<file path="src/rtl/timer_display_pkg.sv">
// timer_display_pkg: FSM states, 7-segment codes and the BCD-to-segment decoder
// shared by the countdown display and its double-dabble converter.
package timer_display_pkg;
    typedef enum logic [1:0] {ST_IDLE, ST_SHIFT, ST_DONE} state_t;
    // Segment codes are {g,f,e,d,c,b,a}, active-low.
    localparam logic [6:0] SEG_0     = 7'b1000000;
    localparam logic [6:0] SEG_1     = 7'b1111001;
    localparam logic [6:0] SEG_2     = 7'b0100100;
    localparam logic [6:0] SEG_3     = 7'b0110000;
    localparam logic [6:0] SEG_4     = 7'b0011001;
    localparam logic [6:0] SEG_5     = 7'b0010010;
    localparam logic [6:0] SEG_6     = 7'b0000010;
    localparam logic [6:0] SEG_7     = 7'b1111000;
    localparam logic [6:0] SEG_8     = 7'b0000000;
    localparam logic [6:0] SEG_9     = 7'b0010000;
    localparam logic [6:0] SEG_BLANK = 7'b1111111;
    function automatic logic [6:0] bcd_to_seg(input logic [3:0] d);
        case (d)
            4'd0: return SEG_0;
            4'd1: return SEG_1;
            4'd2: return SEG_2;
            4'd3: return SEG_3;
            4'd4: return SEG_4;
            4'd5: return SEG_5;
            4'd6: return SEG_6;
            4'd7: return SEG_7;
            4'd8: return SEG_8;
            4'd9: return SEG_9;
            default: return SEG_BLANK;
        endcase
    endfunction
endpackage

</file>
<file path="src/rtl/timer_display_bin2bcd_seq.sv">
// timer_display_bin2bcd_seq: sequential double-dabble, 8-bit binary to 3 BCD digits
// in 8 shift cycles; bcd is valid while done is high.
module timer_display_bin2bcd_seq
    import timer_display_pkg::*;
(
    input  logic        clk,
    input  logic        rst,
    input  logic        start,
    input  logic [7:0]  bin,
    output logic        busy,
    output logic        done,
    output logic [11:0] bcd
);
    state_t      r_state, w_next;
    logic [19:0] r_sr, w_adj;
    logic [2:0]  r_cnt;
    always_comb begin
        w_next = r_state == ST_IDLE  ? (start ? ST_SHIFT : ST_IDLE) :
                 r_state == ST_SHIFT ? (r_cnt == 3'd7 ? ST_DONE : ST_SHIFT) : ST_IDLE;
        w_adj = r_sr;
        for (int k = 0; k < 3; k++)
            w_adj[8+4*k +: 4] = r_sr[8+4*k +: 4] >= 4'd5 ? r_sr[8+4*k +: 4] + 4'd3 : r_sr[8+4*k +: 4];
    end
    always_ff @(posedge clk) begin
        if (rst) begin
            r_state <= ST_IDLE;
            r_sr    <= '0;
            r_cnt   <= '0;
        end else begin
            r_state <= w_next;
            if (r_state == ST_IDLE && start) begin
                r_sr  <= {12'd0, bin};
                r_cnt <= '0;
            end else if (r_state == ST_SHIFT) begin
                r_sr  <= w_adj << 1;
                r_cnt <= r_cnt + 3'd1;
            end
        end
    end
    assign busy = r_state != ST_IDLE;
    assign done = r_state == ST_DONE;
    assign bcd  = r_sr[19:8];
endmodule

</file>
<file path="src/rtl/timer_display.sv">
// timer_display: converts the timer's seconds to BCD and scans 4 active-low 7-seg digits.
// Optional blinking while scoreZero is high is enabled by defining TIMER_DISP_BLINK_EN.
module timer_display
    import timer_display_pkg::*;
#(
    parameter int REFRESH_DIV = 100000
) (
    input  logic       clk,
    input  logic       rst,
    input  logic [7:0] seconds,
    input  logic       scoreZero,
    input  logic       blink_tick,
    output logic [6:0] seg,
    output logic [3:0] an,
    output logic       dp,
    output logic       busy
);
    localparam int CW = $clog2(REFRESH_DIV);
    logic [7:0]    r_last;
    logic [3:0]    r_h, r_t, r_o, w_digit, w_an;
    logic [1:0]    r_idx;
    logic [CW-1:0] r_cnt;
    logic [11:0]   w_bcd;
    logic [6:0]    w_seg;
    logic          w_start, w_cvt_busy, w_done, w_term, w_blank, w_blink;
    // A new conversion is only launched from idle, so mid-flight changes wait their turn.
    assign w_start = !w_cvt_busy && seconds != r_last;
    assign w_term  = r_cnt == CW'(REFRESH_DIV - 1);
    assign dp      = 1'b1;
    timer_display_bin2bcd_seq u_bcd (
        .clk   (clk),
        .rst   (rst),
        .start (w_start),
        .bin   (seconds),
        .busy  (w_cvt_busy),
        .done  (w_done),
        .bcd   (w_bcd)
    );
`ifdef TIMER_DISP_BLINK_EN
    logic r_blink;
    always_ff @(posedge clk) begin
        if (rst || !scoreZero) r_blink <= 1'b0;
        else if (blink_tick)   r_blink <= ~r_blink;
    end
    assign w_blink = r_blink & scoreZero;
`else
    logic w_unused;
    assign w_unused = &{1'b0, blink_tick, scoreZero};
    assign w_blink  = 1'b0;
`endif
    always_comb begin
        w_digit = r_idx == 2'd0 ? r_o : r_idx == 2'd1 ? r_t : r_h;
        w_blank = r_idx == 2'd3 || (r_idx == 2'd2 && r_h == 4'd0);
        w_seg   = w_blank ? SEG_BLANK : bcd_to_seg(w_digit);
        w_an    = w_blink ? 4'b1111 : ~(4'b0001 << r_idx);
    end
    always_ff @(posedge clk) begin
        if (rst) begin
            r_last <= '0;
            {r_h, r_t, r_o} <= '0;
            r_idx  <= '0;
            r_cnt  <= '0;
            seg    <= SEG_0;
            an     <= 4'b1110;
            busy   <= 1'b0;
        end else begin
            if (w_start) r_last <= seconds;
            if (w_done) {r_h, r_t, r_o} <= w_bcd;
            r_cnt  <= w_term ? '0 : r_cnt + CW'(1);
            r_idx  <= w_term ? r_idx + 2'd1 : r_idx;
            seg    <= w_seg;
            an     <= w_an;
            busy   <= w_cvt_busy;
        end
    end
endmodule
</file>
<file path="config.mk">
export PLATFORM = sky130hd
export DESIGN_NAME = timer_display
export DESIGN_NICKNAME = d
export VERILOG_FILES = /design/src/rtl/timer_display_pkg.sv /design/src/rtl/timer_display_bin2bcd_seq.sv /design/src/rtl/timer_display.sv
export SDC_FILE = /design/constraint.sdc
export NUM_CORES = 1
export LEC_CHECK = 0
export CORE_ASPECT_RATIO = 1.25
export CORE_MARGIN = 1
export CORE_UTILIZATION = 45
export DETAILED_ROUTE_END_ITERATION = 8
export PLACE_DENSITY = 0.68
export SLEW_MARGIN = 40
export SYNTH_ARGS = -nofsm -noshare
export SYNTH_HDL_FRONTEND = slang
export SYNTH_HIERARCHICAL = 1
export SYNTH_SLANG_ARGS = --single-unit
</file>
<file path="constraint.sdc">
create_clock -name clk -period 2.7 [get_ports clk]
set_input_delay 0.54 -clock clk [delete_from_list [all_inputs] [get_ports clk]]
set_output_delay 0.54 -clock clk [all_outputs]
set_load 0.01 [all_outputs]
</file>
==> flow_metrics.env, run 1 <==
export IMPL_slowest_delay_ns=0.48
export IMPL_dp_hpwl_um=4770
export IMPL_yosysSeqAreaShare_pct=40.2
export IMPL_fmax_mhz=429
export IMPL_r2r_start="r_idx[1]$_SDFFE_PP0N_"
export IMPL_power_mw=2.24
export IMPL_drt_first_pass_iters=6
export IMPL_seq_area_um2=1520
export IMPL_yosysWarnings=6
export IMPL_worstPathArrival_ns=2.58
export IMPL_cts_path_max_buffers=2
export IMPL_worstRegToRegCells=7
export IMPL_cap_violations=0
export IMPL_diodes=0
export IMPL_drc=5
export IMPL_crit_buf_inv=1
export IMPL_end_kind="flop"
export IMPL_grt_pass1_vias=2818
export IMPL_vdd_drop_max_mv=0.308
export IMPL_grt_ovfl_total=0
export IMPL_grt_max_degree=43
export IMPL_min_period_over_period_pct=86.3
export IMPL_dr_wl_met2_um=3270
export IMPL_hold_depth=1
export IMPL_drt_wl_total_um=6670
export IMPL_crit_required_ns=2.95
export IMPL_avgRoutedWirePerCell_um=13.0
export IMPL_port_buffers=21
export IMPL_holdPathEnd="r_cnt[0]$_SDFF_PP0_"
export IMPL_wirelength_met1_um=3100
export IMPL_yosysUniqueCellTypes=57
export IMPL_r2r_end="seg[1]$_SDFF_PP0_"
export IMPL_numCtsBuffers=9
export IMPL_clock_latency_ns=0.34
export IMPL_met3WireLength_um=166
export IMPL_violations="design-rule violations"
export IMPL_total_leakage_power_nw=1.56
export IMPL_finalHoldViolations=0
export IMPL_fin_nets=441
export IMPL_hp_class="reg2reg"
export IMPL_multiInputGateArea_um2=2010
export IMPL_yosys_register_bits=76
export IMPL_timing_final_max_slew_violations=0
export IMPL_drive_gt1_share_pct=10.1
export IMPL_critPathTopFamily="simple AND/OR/NAND/NOR gates"
export IMPL_vias=2769
export IMPL_async_flop_share_pct=0
export IMPL_path_max_fanout=11
export IMPL_drt_vias_per_instance=5.40
export IMPL_ios=25
export IMPL_antenna_found_initial=0
export IMPL_globalplace_congestion=0.889
export IMPL_path_cells="clkdlybuf4s50_1, xor2_1, nor4_1, a21oi_1, nor3b_2, or2_1, a211oi_1"
export IMPL_min_from="r_cnt[0]$_SDFF_PP0_"
export IMPL_synthFlopType="dfxtp_1"
export IMPL_die_y_um=104
export IMPL_grt_pass1_wl_um=12300
export IMPL_coreArea_um2=8190
export IMPL_cts_hold_buf=0
export IMPL_drt_initial_drc_count=171
export IMPL_finalSetupTns_ns=0
export IMPL_tritoncts="yes"
export IMPL_skew_ns=0.00964
export IMPL_syn_to_final_growth_pct=9.60
export IMPL_post_cts_setup_buffer_count=0
export IMPL_die_area_um2=8780
export IMPL_cts_num_sinks=76
export IMPL_cts_root_buf="clkbuf_8"
export IMPL_cts_max_level=3
export IMPL_power_density_nw_per_um2=540
export IMPL_ant_nets=0
export IMPL_cts_resized_gates=0
export IMPL_syn_num_nets=434
export IMPL_max_slew_margin_pct=47.6
export IMPL_finalSetupViolCount=0
export IMPL_cts_clk_slew_worst_paths_ns=0.07
export IMPL_fp_dieW_um=84.0
export IMPL_slowest_stage="clkdlybuf4s50_1"
export IMPL_synth_edff_count=0
export IMPL_syn_avg_cell_area_um2=9.36
export IMPL_status="finished with violations"
export IMPL_track_usage_pct=17.2
export IMPL_syn_inst=404
export IMPL_netlist_area_um2=3780
export IMPL_start_util_pct=46.1
export IMPL_critPathKind="in2reg"
export IMPL_reg2reg_slack_ns=0.49
export IMPL_top_layer_used="met4"
export IMPL_start_kind="primary input"
export IMPL_row_count=37
export IMPL_rsz0062_at_grt="no"
export IMPL_min_period_ns=2.33
export IMPL_tightest_slew_ns=0.786
export IMPL_n_fill_cell=767
per-layer routing:
metal | global-route usage, % | up-vias
met5 | 0 | -
met4 | 8.00 | 0
met3 | 3.41 | 14
met2 | 30.0 | 44
met1 | 20.1 | 1302
li1 | - | 1409
where the power goes:
group          switching [mW]  internal, mW
sequential             0.0326          1.16
clock                   0.400         0.408
combinational           0.138        0.0983
worst reg2reg max path: stages, from the launching register on:
cell and delay [ns]:
dfxtp_1 0.38, inv_1 0.08, ha_1 0.29, mux2i_1 0.17
o21ai_0 0.43, inv_1 0.17, ha_1 0.35, a221oi_1 0.25
through the flow:
stage	setup slack (ns)	instance area, µm²	std cells	hold WS [ns]	utilization [%]
after global routing	0.172	4140	513	0.476	50.6
after global placement	0.0821	3960	497	0.424	48.3
final	0.371	4140	513	0.440	50.6
after detailed placement	0.0378	3960	497	0.433	48.3
after floorplan	0.669	3780	404	0.413	-
after CTS	0.395	4140	513	0.445	50.6
cells in the mapped netlist, types with 6 or more instances:
| library cell | number | area (µm²) |
|---|---|---|
| dfxtp_1 | 76 | 1520 |
| inv_1 | 15 | 56.3 |
| nand4_1 | 7 | 43.8 |
| mux2i_1 | 26 | 260 |
| clkbuf_1 | 6 | 22.5 |
| buf_2 | 7 | 35.0 |
| buf_4 | 16 | 120 |
| xnor2_1 | 7 | 61.3 |
| xor2_1 | 14 | 123 |
| a22oi_1 | 7 | 52.6 |
| nand2_1 | 25 | 93.8 |
| o21ai_0 | 8 | 40.0 |
| ha_1 | 18 | 225 |
| nor2_1 | 41 | 154 |
| nand2b_1 | 24 | 150 |
| a21oi_1 | 31 | 155 |
logic make-up after synthesis:
group	after synthesis	synth area share (%)
fa+ha+maj	18	5.96
buf+inv	46	6.78
simple gates	136	18.8
compound gates	72	13.4
xor+xnor	21	4.86
flops	76	40.2
mux	34	9.83
other cells	1	0.0992
cells in the final DEF, fill, tap and decap left out, types with 3 or more instances in the layout:
cell	instances
nand2b_1	24
o21ai_0	8
inv_1	15
nand2_1	25
mux2_4	5
or3_1	3
nand4_1	7
buf_4	6
and3_1	3
dfxtp_1	76
xnor2_1	7
o21ai_1	3
nor2_1	41
mux2i_1	26
nor4_1	5
clkbuf_8	12
a21oi_1	31
nand3_1	4
ha_1	18
xor2_1	14
nor3b_1	3
a211oi_1	5
a22oi_1	7
clkdlybuf4s50_1	20
nor3_1	4
worst max path at each step:
| stage | startpoint | to | cells past startpoint | slack, ns |
|---|---|---|---|---|
| after global routing | r_idx[1]$_SDFFE_PP0N_ | seg[1]$_SDFF_PP0_ | 7 | 0.17 |
| after global placement | seconds[6] | u_bcd/r_sr[16]$_SDFFE_PP0P_ | 7 | 0.08 |
| after CTS | seconds[5] | u_bcd/r_sr[12]$_SDFFE_PP0P_ | 7 | 0.39 |
| final | seconds[5] | u_bcd/r_sr[12]$_SDFFE_PP0P_ | 7 | 0.37 |
| after floorplan | seconds[5] | u_bcd/r_sr[16]$_SDFFE_PP0P_ | 8 | 0.67 |
| after detailed placement | seconds[6] | u_bcd/r_sr[12]$_SDFFE_PP0P_ | 7 | 0.04 |
final cells by class:
class	count	area share, %
tap	97	2.93
sequential	76	36.7
inverter	15	1.36
clock inverter	3	0.483
timing repair buffer	27	6.04
clock buffer	13	4.08
multi-input combinational	282	48.4
registers in the layout (all words and copies together), names as in the netlist:
signal,count
an,4
busy,1
r_cnt,17
r_h,4
r_idx,2
r_last,8
r_o,4
r_t,4
seg,7
u_bcd/r_cnt,3
u_bcd/r_sr,20
u_bcd/r_state,2
Note: power is estimated with default switching activity, not from simulation.
==> run 2: changes to the inputs <==
Settings changed: CORE_ASPECT_RATIO 1.25 to 0.6.
==> flow_metrics.env, run 2 (same netlist as run 1, synthesis figures left out) <==
export IMPL_diodes=0
export IMPL_vdd_drop_max_mv=0.352
export IMPL_max_slew_margin_pct=44.8
export IMPL_pre_cts_slack_ns=0.0603
export IMPL_grt_max_degree=33
export IMPL_r2r_start="r_idx[1]$_SDFFE_PP0N_"
export IMPL_total_leakage_power_nw=1.60
export IMPL_die_area_um2=8790
export IMPL_slowest_delay_ns=0.47
export IMPL_critPathKind="in2reg"
export IMPL_finalSetupTns_ns=0
export IMPL_coreArea_um2=8010
export IMPL_fp_dieW_um=120
export IMPL_die_y_um=73.0
export IMPL_finalHoldViolations=0
export IMPL_holdPathEnd="r_cnt[0]$_SDFF_PP0_"
export IMPL_fmax_mhz=431
export IMPL_syn_to_final_growth_pct=12.4
export IMPL_power_mw=2.55
export IMPL_dp_hpwl_um=5150
export IMPL_final_cell_mix="dfxtp_1 (76), nor2_1 (41), a21oi_1 (31)"
export IMPL_layout_commonest_cell="dfxtp_1"
export IMPL_largest_register_ffs=20
export IMPL_worstRegToRegCells=7
export IMPL_fin_nets=441
export IMPL_min_period_over_period_pct=85.8
export IMPL_finalSetupViolCount=0
export IMPL_hold_depth=1
export IMPL_ant_nets=0
export IMPL_cap_violations=0
export IMPL_start_kind="primary input"
export IMPL_drt_initial_drc_count=132
export IMPL_numCtsBuffers=9
export IMPL_drt_vias_per_instance=5.25
export IMPL_crit_required_ns=2.94
export IMPL_critPathTopFamily="simple AND/OR/NAND/NOR gates"
export IMPL_cts_path_max_buffers=2
export IMPL_worst_slack_ns=0.382
export IMPL_clock_latency_ns=0.33
export IMPL_drc=0
export IMPL_antenna_found_initial=0
export IMPL_skew_ns=0.00929
export IMPL_start_util_pct=47.2
export IMPL_drt_wl_total_um=7260
export IMPL_busiest_layer="met2"
export IMPL_grt_ovfl_total=0
export IMPL_row_count=25
export IMPL_tritoncts="yes"
export IMPL_globalplace_congestion=0.817
export IMPL_cts_clk_slew_worst_paths_ns=0.05
export IMPL_port_buffers=21
export IMPL_avgRoutedWirePerCell_um=13.9
export IMPL_cts_resized_gates=0
export IMPL_grt_pass1_wl_um=12200
export IMPL_min_period_ns=2.32
export IMPL_grt_use_met3_pct=5.63
export IMPL_timing_final_max_slew_violations=0
export IMPL_cts_num_sinks=76
export IMPL_path_max_fanout=11
export IMPL_gr_usage_met1_pct=23.9
export IMPL_end_kind="flop"
export IMPL_vias=2750
export IMPL_slowest_stage="clkdlybuf4s50_1"
export IMPL_min_from="r_cnt[0]$_SDFF_PP0_"
export IMPL_top_regs="u_bcd/r_sr: 20 flops, r_cnt: 17 flops, r_last: 8 flops"
export IMPL_power_density_nw_per_um2=599
export IMPL_grt_pass1_vias=2568
export IMPL_drive_gt1_share_pct=9.62
export IMPL_ios=25
export IMPL_post_cts_setup_buffer_count=0
export IMPL_hp_class="reg2reg"
export IMPL_grtUsageMet2_pct=27.7
export IMPL_worstPathArrival_ns=2.56
export IMPL_rsz0062_at_grt="no"
export IMPL_path_cells="clkdlybuf4s50_1, xor2_1, nor4_1, a21oi_1, nor3b_2, or2_1, a211oi_1"
export IMPL_track_usage_pct=18.2
export IMPL_cts_hold_buf=0
export IMPL_r2r_end="seg[1]$_SDFF_PP0_"
export IMPL_cts_root_buf="clkbuf_16"
export IMPL_drt_first_pass_iters=5
export IMPL_status="complete, no violations"
export IMPL_tightest_slew_ns=0.829
export IMPL_reg2reg_slack_ns=0.55
export IMPL_crit_buf_inv=1
export IMPL_largest_register="u_bcd/r_sr"
export IMPL_cts_max_level=3
[run 2: final cells by class]
cell class,count,area (µm²)
timing repair buffer,27,250
clock buffer,15,278
fill,737,3760
multi-input combinational,282,2010
sequential,76,1520
tap,108,135
inverter,15,56.3
clock inverter,1,5.00
[run 2: stage by stage]
step           utilization [%]  instance area [µm²]  cells  hold WS, ns
6_report                  53.1                 4250    524        0.442
2_1_floorplan                -                 3780    404        0.413
5_1_grt                   53.1                 4250    524        0.470
3_3_place_gp              49.6                 3970    508        0.424
3_5_place_dp              49.6                 3970    508        0.437
4_1_cts                   53.1                 4250    524        0.444
[run 2: worst reg2reg max path, cell delays in order, from the launching register on]
cell and delay (ns):
dfxtp_1 0.37, inv_1 0.09, ha_1 0.29, mux2i_1 0.15
o21ai_0 0.40, inv_1 0.16, ha_1 0.34, a221oi_1 0.26
[run 2: how the worst max path moves through the flow]
stage | start | end | slack, ns | depth (start not counted)
floorplan | seconds[5] | u_bcd/r_sr[16]$_SDFFE_PP0P_ | 0.67 | 8
global placement | seconds[6] | u_bcd/r_sr[12]$_SDFFE_PP0P_ | 0.09 | 7
detailed placement | seconds[6] | u_bcd/r_sr[12]$_SDFFE_PP0P_ | 0.06 | 7
CTS | seconds[6] | u_bcd/r_sr[12]$_SDFFE_PP0P_ | 0.41 | 7
global route | seconds[5] | u_bcd/r_sr[16]$_SDFFE_PP0P_ | 0.31 | 7
finish | seconds[5] | u_bcd/r_sr[12]$_SDFFE_PP0P_ | 0.38 | 7
[run 2: layer usage]
layer	up-vias	wire length [µm]
met5	-	0
met4	0	29
met3	2	323
met2	53	3110
met1	1293	3800
li1	1402	-
[run 2: report_power, final]
group | switching (mW) | internal (mW) | leakage [nW] | total (mW)
clock network | 0.417 | 0.696 | 0.140 | 1.11
logic | 0.140 | 0.0981 | 0.847 | 0.238
registers | 0.0339 | 1.16 | 0.617 | 1.20
total | 0.591 | 1.96 | 1.60 | 2.55
